File: src/rtl/gfmult_arbiter_pkg.sv
// Shared constants and types for the GF(2^5) multiply arbiter.
// Field is GF(2^5) generated by p(x) = x^5 + x^2 + 1.
package gfmult_arbiter_pkg;

    localparam int GF_WIDTH = 5;
    localparam int NUM_REQ  = 4;
    localparam int REQ_ID_W = 2;

    // Low-order terms of p(x); the implicit x^5 term is restored where needed.
    localparam logic [GF_WIDTH-1:0] GF_POLY = 5'b00101;

    // Full-width carry-less product of two field elements.
    localparam int PROD_W = 2 * GF_WIDTH - 1;

    typedef logic [GF_WIDTH-1:0] gf_elem_t;
    typedef logic [REQ_ID_W-1:0] req_id_t;
    typedef logic [NUM_REQ-1:0]  req_vec_t;

    // Result bundle handed from the multiply path to the output registers.
    typedef struct packed {
        logic     valid;
        req_id_t  id;
        gf_elem_t value;
    } gf_result_t;

    // Full reduction polynomial including the x^5 term.
    function automatic logic [GF_WIDTH:0] gf_poly_full();
        return {1'b1, GF_POLY};
    endfunction

endpackage

File: src/rtl/gfmult_arbiter_mult.sv
// Combinational GF(2^5) multiplier: carry-less product, then
// polynomial reduction of the high-order terms from the top down.
import gfmult_arbiter_pkg::*;

module gf32_mult (
    input  logic [GF_WIDTH-1:0] in1,
    input  logic [GF_WIDTH-1:0] in2,
    output logic [GF_WIDTH-1:0] out
);

    logic [PROD_W-1:0] clmul;
    logic [PROD_W-1:0] reduced;

    // Carry-less (XOR) multiply of in1 by in2.
    always_comb begin
        clmul = '0;
        for (int i = 0; i < GF_WIDTH; i++) begin
            if (in2[i]) begin
                clmul = clmul ^ (PROD_W'(in1) << i);
            end
        end
    end

    // Fold each term of degree >= 5 back using p(x), highest first.
    always_comb begin
        reduced = clmul;
        for (int k = PROD_W - 1; k >= GF_WIDTH; k--) begin
            if (reduced[k]) begin
                reduced = reduced ^ (PROD_W'(gf_poly_full()) << (k - GF_WIDTH));
            end
        end
    end

    assign out = reduced[GF_WIDTH-1:0];

endmodule

File: src/rtl/gfmult_arbiter.sv
// Round-robin arbiter in front of a single shared GF(2^5) multiplier.
// Grant is combinational; the product is registered one cycle later.
import gfmult_arbiter_pkg::*;

module gfmult_arbiter (
    input  logic                clock,
    input  logic                reset,
    input  logic [NUM_REQ-1:0]  req,
    input  logic [GF_WIDTH-1:0] opa0,
    input  logic [GF_WIDTH-1:0] opa1,
    input  logic [GF_WIDTH-1:0] opa2,
    input  logic [GF_WIDTH-1:0] opa3,
    input  logic [GF_WIDTH-1:0] opb0,
    input  logic [GF_WIDTH-1:0] opb1,
    input  logic [GF_WIDTH-1:0] opb2,
    input  logic [GF_WIDTH-1:0] opb3,
    input  logic                stall,
    output logic [NUM_REQ-1:0]  gnt,
    output logic [GF_WIDTH-1:0] result,
    output logic                result_valid,
    output logic [REQ_ID_W-1:0] result_id
);

    req_id_t    ptr;
    req_id_t    sel_id;
    logic       sel_any;
    logic       issue;
    gf_elem_t   opa_arr [NUM_REQ];
    gf_elem_t   opb_arr [NUM_REQ];
    gf_elem_t   mul_a;
    gf_elem_t   mul_b;
    gf_elem_t   mul_y;
    gf_result_t res_q;

    assign opa_arr[0] = opa0;
    assign opa_arr[1] = opa1;
    assign opa_arr[2] = opa2;
    assign opa_arr[3] = opa3;
    assign opb_arr[0] = opb0;
    assign opb_arr[1] = opb1;
    assign opb_arr[2] = opb2;
    assign opb_arr[3] = opb3;

    // Find the first requester at or above ptr, wrapping; the scan runs
    // from the farthest offset down so the nearest one wins.
    always_comb begin
        sel_id  = '0;
        sel_any = 1'b0;
        for (int k = NUM_REQ - 1; k >= 0; k--) begin
            if (req[ptr + req_id_t'(k)]) begin
                sel_any = 1'b1;
                sel_id  = ptr + req_id_t'(k);
            end
        end
    end

    assign issue = sel_any && !stall && !reset;
    assign gnt   = issue ? (req_vec_t'(1) << sel_id) : '0;

    assign mul_a = opa_arr[sel_id];
    assign mul_b = opb_arr[sel_id];

    gf32_mult u_mult (
        .in1 (mul_a),
        .in2 (mul_b),
        .out (mul_y)
    );

    // Output registers and pointer: load on grant, hold on stall.
    always_ff @(posedge clock) begin
        if (reset) begin
            ptr   <= '0;
            res_q <= '0;
        end else if (!stall) begin
            if (issue) begin
                res_q.valid <= 1'b1;
                res_q.id    <= sel_id;
                res_q.value <= mul_y;
                ptr         <= sel_id + req_id_t'(1);
            end else begin
                res_q.valid <= 1'b0;
            end
        end
    end

    assign result       = res_q.value;
    assign result_valid = res_q.valid;
    assign result_id    = res_q.id;

endmodule

File: config.mk
export PLATFORM = sky130hd
export DESIGN_NAME = gfmult_arbiter
export DESIGN_NICKNAME = d
export VERILOG_FILES = /design/src/rtl/gfmult_arbiter_pkg.sv /design/src/rtl/gfmult_arbiter_mult.sv /design/src/rtl/gfmult_arbiter.sv
export SDC_FILE = /design/constraint.sdc
export NUM_CORES = 1
export LEC_CHECK = 0
export CAP_MARGIN = 5
export CORE_ASPECT_RATIO = 1.4
export CORE_MARGIN = 2
export CORE_UTILIZATION = 25
export CTS_BUF_LIST = sky130_fd_sc_hd__clkbuf_2 sky130_fd_sc_hd__clkbuf_4 sky130_fd_sc_hd__clkbuf_8
export DETAILED_ROUTE_END_ITERATION = 10
export MAX_ROUTING_LAYER = met4
export SYNTH_ARGS = -nofsm -noshare
export SYNTH_HDL_FRONTEND = slang
export SYNTH_SLANG_ARGS = --single-unit
File: constraint.sdc
create_clock -name clock -period 3.6 [get_ports clock]
set_clock_uncertainty 0.05 [all_clocks]
set_input_delay 0.9 -clock clock [delete_from_list [all_inputs] [get_ports clock]]
set_output_delay 0.9 -clock clock [all_outputs]
set_load 0.02 [all_outputs]
-- Word level (Yosys, flattened, before mapping)
Cells that the tools add are included.
- output and inout bits: 12
- bits in registers: 10
- logic and storage cells: 62
- shift-type cells: 1
- bitwise logic cells: 10
- $add $sub $neg: 4
- muxes and demuxes: 33
- reductions and logical operators: 5
- $lt $le $gt $ge: 5
- operators by type and width (operator ; number):
    two-way mux 9 bit ; 4
    two-way mux 5 bit ; 6
    binary-select mux 5 bit (select 2 bit) ; 2
    < comparator 2 x 3 -> 1 bit, second input constant ; 4
    two-way mux 1 bit ; 9
    bitwise XOR 9 x 6 -> 9 bit ; 1
    bitwise XOR 9 x 7 -> 9 bit ; 1
    bitwise XOR 9 x 8 -> 9 bit ; 1
    bitwise XOR 9 bit ; 1
    binary-select mux 1 bit (select 2 bit) ; 4
    two-way mux 2 bit ; 4
    two-way mux 4 bit ; 2
    inverter 2 bit ; 4
    two-way mux 6 bit ; 1
    adder 2 x 1 -> 2 bit, second input constant ; 2
    adder 2 bit, second input constant ; 2
    << shifter 1 x 2 -> 4 bit, first input constant ; 1
    >= comparator 3 bit, second input constant ; 1
    two-way mux 3 bit ; 1
    inverter 2 -> 3 bit ; 1
    logical AND 1 bit ; 2
    logical NOT 1 bit ; 2
    AND reduction 2 bit ; 1
    inverter 1 bit ; 1

-- Logic depth before layout (Yosys ltp)
Gate-level depths: netlist of the first run.
- depth after elaboration: 28
- depth in mapped cells: 11
- depth with buffers taken out: 10

-- By module
From an unflattened synthesis of the first run, not the netlist that was laid out.
- cells, all modules: 133
- area total of the unflattened synthesis: 1172.4 µm²
- by module, submodules not included (module ; area an instance (µm²) ; cells each ; times used):
    gfmult_arbiter ; 850.8 ; 87 ; 1
    gf32_mult ; 321.6 ; 46 ; 1

-- Worst setup path after synthesis of the first run
No wires, ideal clock.
- path kind: input to output
- from: input req[2]
- to: output gnt[0]
- setup slack: 0.571 ns
- stages on the path: 6
- data arrival time: 2.079 ns
- path buffers: 1
- cell sequence: nor2b_1 > a21o_1 > a211o_4 > buf_2 > ha_1 > and2_1
- word-level cells in the longest chain between the ends: 9
- elaborated cells between the ends (all ways): 20
- classes of those cells: shift: 1; mux: 17; reduce/logical: 2
- ends and longest elaborated chain (item ; line ; text):
    start: declaration ; gfmult_arbiter.sv:8 ; input logic [NUM_REQ-1:0] req,
    binary-select mux 1 bit (select 2 bit) ; gfmult_arbiter.sv:50 ; if (req[ptr + req_id_t'(k)]) begin
    two-way mux 1 bit (not written as such) ; gfmult_arbiter.sv:50 ;
    two-way mux 1 bit (4 in a row) ; gfmult_arbiter.sv:50 ;
    logical AND 1 bit (2 in a row) ; gfmult_arbiter.sv:57 ; assign issue = sel_any && !stall && !reset;
    two-way mux 4 bit (*) ; gfmult_arbiter.sv:58 ; assign gnt = issue ? (req_vec_t'(1) << sel_id) : '0;
    end: declaration ; gfmult_arbiter.sv:18 ; output logic [NUM_REQ-1:0] gnt,
Mark *: on every way between the ends. The rest lies on a longest branch, timed or not. The select of a mux whose other input is x is not followed.

-- Final worst setup path of the first run
- from: input req[0]
- to: output gnt[2]
- elaborated cells between the ends (all ways): 20
- classes of those cells: shift: 1; mux: 17; reduce/logical: 2
- RTL lines (item ; line ; text):
    binary-select mux 1 bit (select 2 bit) ; gfmult_arbiter.sv:50 ;
    two-way mux 1 bit (not written as such) ; gfmult_arbiter.sv:50 ;
    two-way mux 2 bit (3 in a row) ; gfmult_arbiter.sv:50 ;
    two-way mux 2 bit (*) ; gfmult_arbiter.sv:50 ;
    via sel_id[1] ; gfmult_arbiter.sv:25 ; req_id_t sel_id;
    << shifter 1 x 2 -> 4 bit (*) ; gfmult_arbiter.sv:58 ;
    two-way mux 4 bit (*) ; gfmult_arbiter.sv:58 ;
Mark *: on every way through the listed nets, which the timed path passes. The rest lies on a longest branch. The select of a mux whose other input is x is not followed.

==> results of run 1 <==
-- routing by layer --
metal,GRT usage,wire length (µm),up-vias
met5,-,0,-
met1,0.1798,1889,710
met2,0.2733,2204,50
met4,0.03571,42,0
met3,0.007435,148,5
li1,-,-,843
-- cells by family (layout without fill, tap and decap cells) --
| logic type | count (synthesis) | count (layout) | share of synthesized area |
|---|---|---|---|
| buffers and inverters | 17 | 95 | 0.06789 |
| AND/OR/NAND/NOR | 101 | 101 | 0.4092 |
| adder cells (fa/ha/maj) | 4 | 4 | 0.03670 |
| AO/OA/AOI/OAI | 39 | 39 | 0.1679 |
| XOR/XNOR | 18 | 18 | 0.1716 |
| flip-flops | 10 | 10 | 0.1468 |
-- registers in the layout, summed over array words and instances, names as in the netlist --
register      flops
ptr               2
result            5
result_id         2
result_valid      1
-- power by group --
part	switching [mW]	internal (mW)
clock network	0.0459	0.0963
registers	0.0162	0.138
logic	0.388	0.435
total	0.450	0.670
-- placed cells by master, fill, tap and decap left out, types with 2 or more instances in the layout --
| cell | synthesis | routed |
|---|---|---|
| a211o_1 | 2 | 2 |
| a21o_1 | 2 | 2 |
| a21oi_1 | 4 | 4 |
| and2_1 | 4 | 4 |
| and3_1 | 2 | 2 |
| buf_4 | 0 | 28 |
| clkbuf_2 | 0 | 4 |
| clkbuf_8 | 0 | 4 |
| clkdlybuf4s50_1 | 0 | 54 |
| dfxtp_1 | 10 | 10 |
| ha_1 | 4 | 4 |
| inv_1 | 3 | 3 |
| nand2_1 | 13 | 12 |
| nand2b_1 | 2 | 2 |
| nand3_1 | 36 | 34 |
| nand3_2 | 3 | 5 |
| nand3b_1 | 8 | 8 |
| nand4_1 | 16 | 16 |
| nor2_1 | 11 | 11 |
| nor2b_1 | 2 | 2 |
| o21ai_0 | 20 | 20 |
| o21ai_1 | 7 | 7 |
| xnor2_1 | 6 | 6 |
| xnor3_1 | 5 | 5 |
| xor2_1 | 6 | 5 |
-- stage by stage --
stage | util | hold WS [ps]
after detailed placement | 0.4148 | 399.8
after global routing | 0.4270 | 421.9
after CTS | 0.4263 | 407.0
after floorplan | - | 420.0
final | 0.4270 | 404.5
after global placement | 0.4148 | 395.0
-- area by class of cell --
cell class	count	area (µm²)	area share
clock buffer	4	55.05	0.02462
sequential	10	200.2	0.08954
inverter	4	20.02	0.008954
multi-input combinational	162	1096	0.4902
timing repair buffer	87	782.0	0.3497
tap	66	82.58	0.03693
-- what timing repair did --
| item | CTS | global route |
|---|---|---|
| pin swaps | 0 | 1 |
| endpoints found under the setup margin | 4 | 8 |
| gates resized for setup | 8 | 10 |
-- worst min path at each step --
stage | from | to | cells after the start
detailed placement | result_id[0] | result_id[0] | 2
global route | result_id[0] | result_id[0] | 2
floorplan | ptr[0] | ptr[0] | 2
finish | result_id[0] | result_id[0] | 2
CTS | result_id[0] | result_id[0] | 2
global placement | result_id[0] | result_id[0] | 2
-- worst register-to-register path: cells and delay by family (launching register included) --
family / cells / cell delay (ps)
flip-flops: 1 / 370
AO/OA/AOI/OAI: 3 / 610
buffers and inverters: 2 / 230
AND/OR/NAND/NOR: 3 / 350
XOR/XNOR: 3 / 870
==> summary.md, run 1 <==
| Metric | Value |
|---|---|
| Worst Setup Path Type | `in2out` |
| Number of diodes | `0` |
| Req. time, crit path | `2650 ps` |
| Worst slew margin | `0.6976` |
| Max Freq | `289.6 MHz` |
| Top cells by count, synth | `nand3_1 (36), o21ai_0 (20), nand4_1 (16)` |
| CTS clk-pin slew, worst paths | `50 ps` |
| Peak VDD IR | `167.4 µV` |
| Worst setup SP type | `primary input` |
| Global Route Usage Sum | `0.1513` |
| Vias | `1,608` |
| # rows | `31` |
| R2R setup slack | `990 ps` |
| Final #Nets | `319` |
| Area Growth Syn to Fin | `63.94%` |
| YS warnings | `0` |
| Slew Limit Fails | `0` |
| Post-synth EDFFs | `0` |
| IO Pins | `59` |
| Post-CTS Setup Inserts | `0` |
| Vias per Instance | `4.829` |
| Final ANT Viol Nets | `0` |
| Latest clock arrival within the worst-skew pair | `240 ps` |
| Synth area leaders | `dfxtp_1 (15%), nand3_1 (13%), xnor3_1 (8.3%)` |
| Drt first pass iters | `4` |
| Place WS | `-273.8 ps` |
| Setup TNS | `0 ps` |
| Mapped Nets | `240` |
| Worst R2R Start | `ptr[0]` |
| Sequential area share after synthesis | `0.1468` |
| DP HPWL | `3465 µm` |
| Dpl cells | `329` |
| DIE WIDTH | `66.42 µm` |
| Critical Path Source | `req[0]` |
| First-pass GRT wire length | `7189 µm` |
| Min cycle time layout | `3454 ps` |
| Placed cell area | `2172 µm²` |
| R2R Path End | `result[0]` |
| Worst slew pin tran | `453.6 ps` |
| Root Buffer | `clkbuf_8` |
| Cts-stage hold buffer count | `0` |
| Core footprint | `5236 µm²` |
| Initial antenna violation count | `0` |
| H-tree levels | `1` |
| Worst path arrival time | `2500 ps` |
| Mapped Area | `1364 µm²` |
| Syn_area_per_cell | `7.216 µm²` |
| Cell count after synthesis | `189` |
| Total CTS buffers | `3` |
| FF-to-FF path depth | `11` |
| WP buf/inv | `3` |
| Gpl congestion | `0.8871` |
| FF+latch count, synth | `10` |
| Layout cells sized above 1 | `0.1873` |
| CP delay by family, top | `buffers and inverters` |
| Port Buffers | `58` |
| Leakage dissipation | `0.9351 nW` |
| Hold Path Class | `reg2reg` |
| Non-filler instance count after layout | `333` |
| Final hold violation count | `0` |
| Grt ovf | `0` |
| Worst Path Max Fanout | `4` |
| Main synth FF type | `dfxtp_1` |
| Max-cap viol count | `0` |
| RSZ-0062 raised after global routing | `false` |
| CTS tree | `built` |
| Async SR Flop Fraction | `0` |
| Worst path slowest cell | `clkdlybuf4s50_1` |
| Top cell type's share of synthesized area | `0.1468` |
| DRT iter0 DRCs | `53` |
| Initial Utilization | `0.2605` |
| Pwr dens | `500.9 nW/µm²` |
| CP endpoint kind | `output pin` |
| Wire per inst | `12.86 µm` |
| Max Root-Sink Buffers | `2` |
| Stages on worst setup path | `8` |
| Finished Cell Area | `2236 µm²` |
| Vias in the first global route | `1,618` |
| DIE HEIGHT | `91.39 µm` |
| Largest net degree at the start of global routing | `21` |
| DRC | `0` |
| Final clock period utilization by the worst path | `0.9593` |
| Power consumption | `1.120 mW` |
| Distinct cells, synth | `35` |
| Setup ws final | `146.4 ps` |
| Fill cells | `566` |
| Area leader, netlist | `dfxtp_1` |
| Die area | `6070 µm²` |
| Setup Viol. Count Final | `0` |
| Status | `finished, final reports clean` |
| CP Capture Point | `gnt[2]` |
| Routed wire length | `4284 µm` |
| Num Clock Sinks | `10` |
| CP Cell Sequence | `clkdlybuf4s50_1 > nand2_1 > a211o_1 > nand2_2 > inv_1 > ha_1 > and2_1 > clkbuf_2` |
| Worst path max stage delay | `530 ps` |
| Top-count cell post-synth | `nand3_1` |
(Power assumes the default switching activity.)
==> run 2, diff against run 1 <==
- ABC_AREA: default -> 1
- clock period: 3.6 -> 3 ns (I/O delays scaled with it)
==> summary.md, run 2 <==
| Metric | Value |
|---|---|
| DP HPWL | `4832 µm (+39%)` |
| Layout cells sized above 1 | `0.2246 (+0.03736)` |
| Req. time, crit path | `2200 ps (-450 ps)` |
| CTS clk-pin slew, worst paths | `50 ps (about the same)` |
| Die area | `9074 µm² (+49%)` |
| Clk pwr share | `0.063 (-0.064)` |
| Setup ws final | `52.92 ps (-93.50 ps)` |
| Max FFs per register | `5 (unchanged)` |
| Most frequent cells in the layout | `nand2_1 (137), nand3_1 (64), clkdlybuf4s50_1 (50)` |
| IO Pins | `59 (unchanged)` |
| Mapped Nets | `437 (+82%)` |
| Final #Nets | `515 (+61%)` |
| Mux contribution to synthesized area | `0 (unchanged)` |
| Post-Route Utilization | `0.3934 (-0.03358)` |
| Min-delay src | `result_id[1]` |
| Synth area leaders | `nand2_1 (28%), nand3_1 (17%), dfxtp_1 (9.6%)` |
| Mapped Area | `2079 µm² (+52%)` |
| Vias | `2,556 (+59%)` |
| Post-synth EDFFs | `0 (unchanged)` |
| Final ANT Viol Nets | `0 (unchanged)` |
| Worst slew margin | `0.8032 (+0.1056)` |
| Non-filler instance count after layout | `565 (+70%)` |
| Psw | `1.428 mW (+220%)` |
| Xor and xnor fraction of the mapped netlist area | `0.05295 (-0.1186)` |
| Vias per Instance | `4.524 (-6.3%)` |
| Area Growth Syn to Fin | `53.25%` |
| Status | `finished, final reports clean` |
| R2R setup slack | `350 ps (-640 ps)` |
| Synth Area in Simple Gates | `0.6384 (+0.2292)` |
| Max-cap viol count | `0 (unchanged)` |
| Part of the power in registers | `0.072 (-0.066)` |
| H-tree levels | `1 (unchanged)` |
| Synth Area in Adders | `0.02407 (-0.01263)` |
| Worst Setup Path Type | `in2out` |
| Cts-stage hold buffer count | `0 (unchanged)` |
| Worst path arrival time | `2150 ps (-350 ps)` |
| Latest clock arrival within the worst-skew pair | `240 ps (about the same)` |
| CTS tree | `built` |
| Initial Utilization | `0.2567 (-0.003735)` |
| Top cells by count, synth | `nand2_1 (154), nand3_1 (69), inv_1 (46)` |
| Peak VDD IR | `309.1 µV (+85%)` |
| Top-count cell post-synth | `nand2_1` |
| Vias in the first global route | `2,332 (+44%)` |
| First-pass GRT wire length | `10,260 µm (+43%)` |
| Drt first pass iters | `4 (unchanged)` |
| Hold endpoint | `result_id[1]` |
| Global Route Usage Sum | `0.1422 (-0.009105)` |
| Slew Limit Fails | `0 (unchanged)` |
| R2R Path End | `result[1]` |
| Combinational share of power | `0.865 (+0.130)` |
| CP Cell Sequence | `dlygate4sd2_1 > inv_2 > nand2_2 > nand3_2 > nand2_2 > nand3_4 > nand2_4 > nand2_4 > nand2_8 > buf_12 > ha_4 > inv_1 > nor2_1 > buf_4` |
| Routed wire length | `6504 µm (+52%)` |
| Switching share of power | `0.5339 (+0.1322)` |
| Max Freq | `339.3 MHz` |
| Gpl congestion | `0.8814 (-0.64%)` |
| Main synth FF type | `dfxtp_1` |
| Setup Viol. Count Final | `0 (unchanged)` |
| Number of diodes | `0 (unchanged)` |
| Hold depth | `2 (unchanged)` |
| Pint | `1.246 mW (+86%)` |
| Worst path slowest cell | `dlygate4sd2_1` |
| # rows | `39 (+26%)` |
| Cell count after synthesis | `386 (+100%)` |
| Hold Slack | `428.4 ps (+23.97 ps)` |
| DRC | `0 (unchanged)` |
| YS warnings | `0 (unchanged)` |
| FF+latch count, synth | `10 (unchanged)` |
| Grt ovf | `0 (unchanged)` |
| Top cell type's share of synthesized area | `0.2780 (+0.1312)` |
| Largest family of logic cells by synthesized area | `simple AND/OR/NAND/NOR gates` |
| Min cycle time layout | `2947 ps` |
| Async SR Flop Fraction | `0 (unchanged)` |
| Sequential area share after synthesis | `0.09627 (-0.05052)` |
| Hold Path Class | `reg2reg` |
| Final hold violation count | `0 (unchanged)` |
| Dpl cells | `549 (+67%)` |
| Num Clock Sinks | `10 (unchanged)` |
| Max Root-Sink Buffers | `2 (unchanged)` |
| Total CTS buffers | `3 (unchanged)` |
| Worst setup SP type | `primary input` |
| DIE WIDTH | `81.08 µm (+22%)` |
| Largest net degree at the start of global routing | `34 (+62%)` |
| Wire per inst | `11.51 µm (-11%)` |
| Finished Cell Area | `3187 µm² (+43%)` |
| Worst slew pin tran | `295.2 ps (-158.4 ps)` |
| FF-to-FF path depth | `19 (+8)` |
| Area leader, netlist | `nand2_1` |
| Core footprint | `8100 µm² (+55%)` |
| DRT iter0 DRCs | `69 (+30%)` |
| Place WS | `-628.4 ps (-354.6 ps)` |
| Worst Path Max Fanout | `6 (+2)` |
| Compound-Gate Fraction of Synth Area | `0.03791 (-0.1300)` |
| Leakage dissipation | `1.616 nW (+73%)` |
| Worst R2R Start | `ptr[1]` |
| Worst path max stage delay | `240 ps (-290 ps)` |
| Commonest non-fill, non-tap cell in the layout | `nand2_1` |
| Distinct cells, synth | `30 (-14%)` |
| Pwr dens | `839.0 nW/µm² (+68%)` |
| Final clock period utilization by the worst path | `0.9824` |
| Placed cell area | `2801 µm² (+29%)` |
| Root Buffer | `clkbuf_8` |
| Port Buffers | `58 (unchanged)` |
| DIE HEIGHT | `111.9 µm (+22%)` |
| Syn_area_per_cell | `5.387 µm² (-25%)` |
| Initial antenna violation count | `0 (unchanged)` |
| CP endpoint kind | `output pin` |
[run 2: cell families (layout without fill, tap and decap cells)]
kind of cell,count (synthesis),count (layout)
buf+inv,66,143
xor+xnor,10,10
flops,10,10
simple gates,281,281
compound gates,15,15
fa+ha+maj,4,4
[run 2: what timing repair did]
item / 4_1_cts / 5_1_grt
resized for setup: 43 / 39
pin swaps: 13 / 17
gates cloned: 0 / 2
setup endpoints to repair: 9 / 9
buffers inserted: 5 / 5
[run 2: worst max path at each step]
stage	from	endpoint	slack, ps	cells past startpoint
6_report	req[3]	gnt[1]	50	14
5_1_grt	req[3]	gnt[2]	-20	12
4_1_cts	req[1]	gnt[0]	50	12
3_5_place_dp	req[1]	gnt[1]	-630	12
3_3_place_gp	req[3]	gnt[0]	-580	13
2_1_floorplan	req[1]	gnt[2]	140	13
[run 2: power groups by stage]
stage	logic, mW	clock network (mW)	registers [mW]
global route	2.60	0.182	0.199
CTS	2.08	0.172	0.195
finish	2.31	0.167	0.193
floorplan	1.49	0	0.231
global placement	1.98	0	0.197
detailed placement	2.01	0	0.197
[run 2: area by class of cell]
cell class                      instances  area (µm²)
Clock buffer                            4       55.05
Fill cell                             889        4913
Inverter                               51       203.9
Multi-Input combinational cell        310        1705
Sequential cell                        10       200.2
Tap cell                              102       127.6
Timing Repair Buffer                   88       894.6
[run 2: worst max-delay path, delay by kind of cell]
kind / cells / cell delay, ps
AND/OR/NAND/NOR: 8 / 620
buffers and inverters: 5 / 640
adder cells (fa/ha/maj): 1 / 140
[run 2: layer usage]
metal / part of all wire / routed length, µm / global-route usage / up-vias
li1: - / - / - / 1355
met1: 0.41 / 2647 / 0.1524 / 1146
met2: 0.56 / 3621 / 0.2766 / 50
met3: 0.030 / 192 / 0.01297 / 5
met4: 0.0066 / 43 / 0.02373 / 0
met5: 0 / 0 / - / -
[run 2: metrics by stage]
step	setup TNS [ps]	power (mW)
final	0	2.674
after floorplan	0	1.723
after global placement	-4631	2.179
after CTS	0	2.444
after global routing	-35.34	2.981
after detailed placement	-5042	2.207
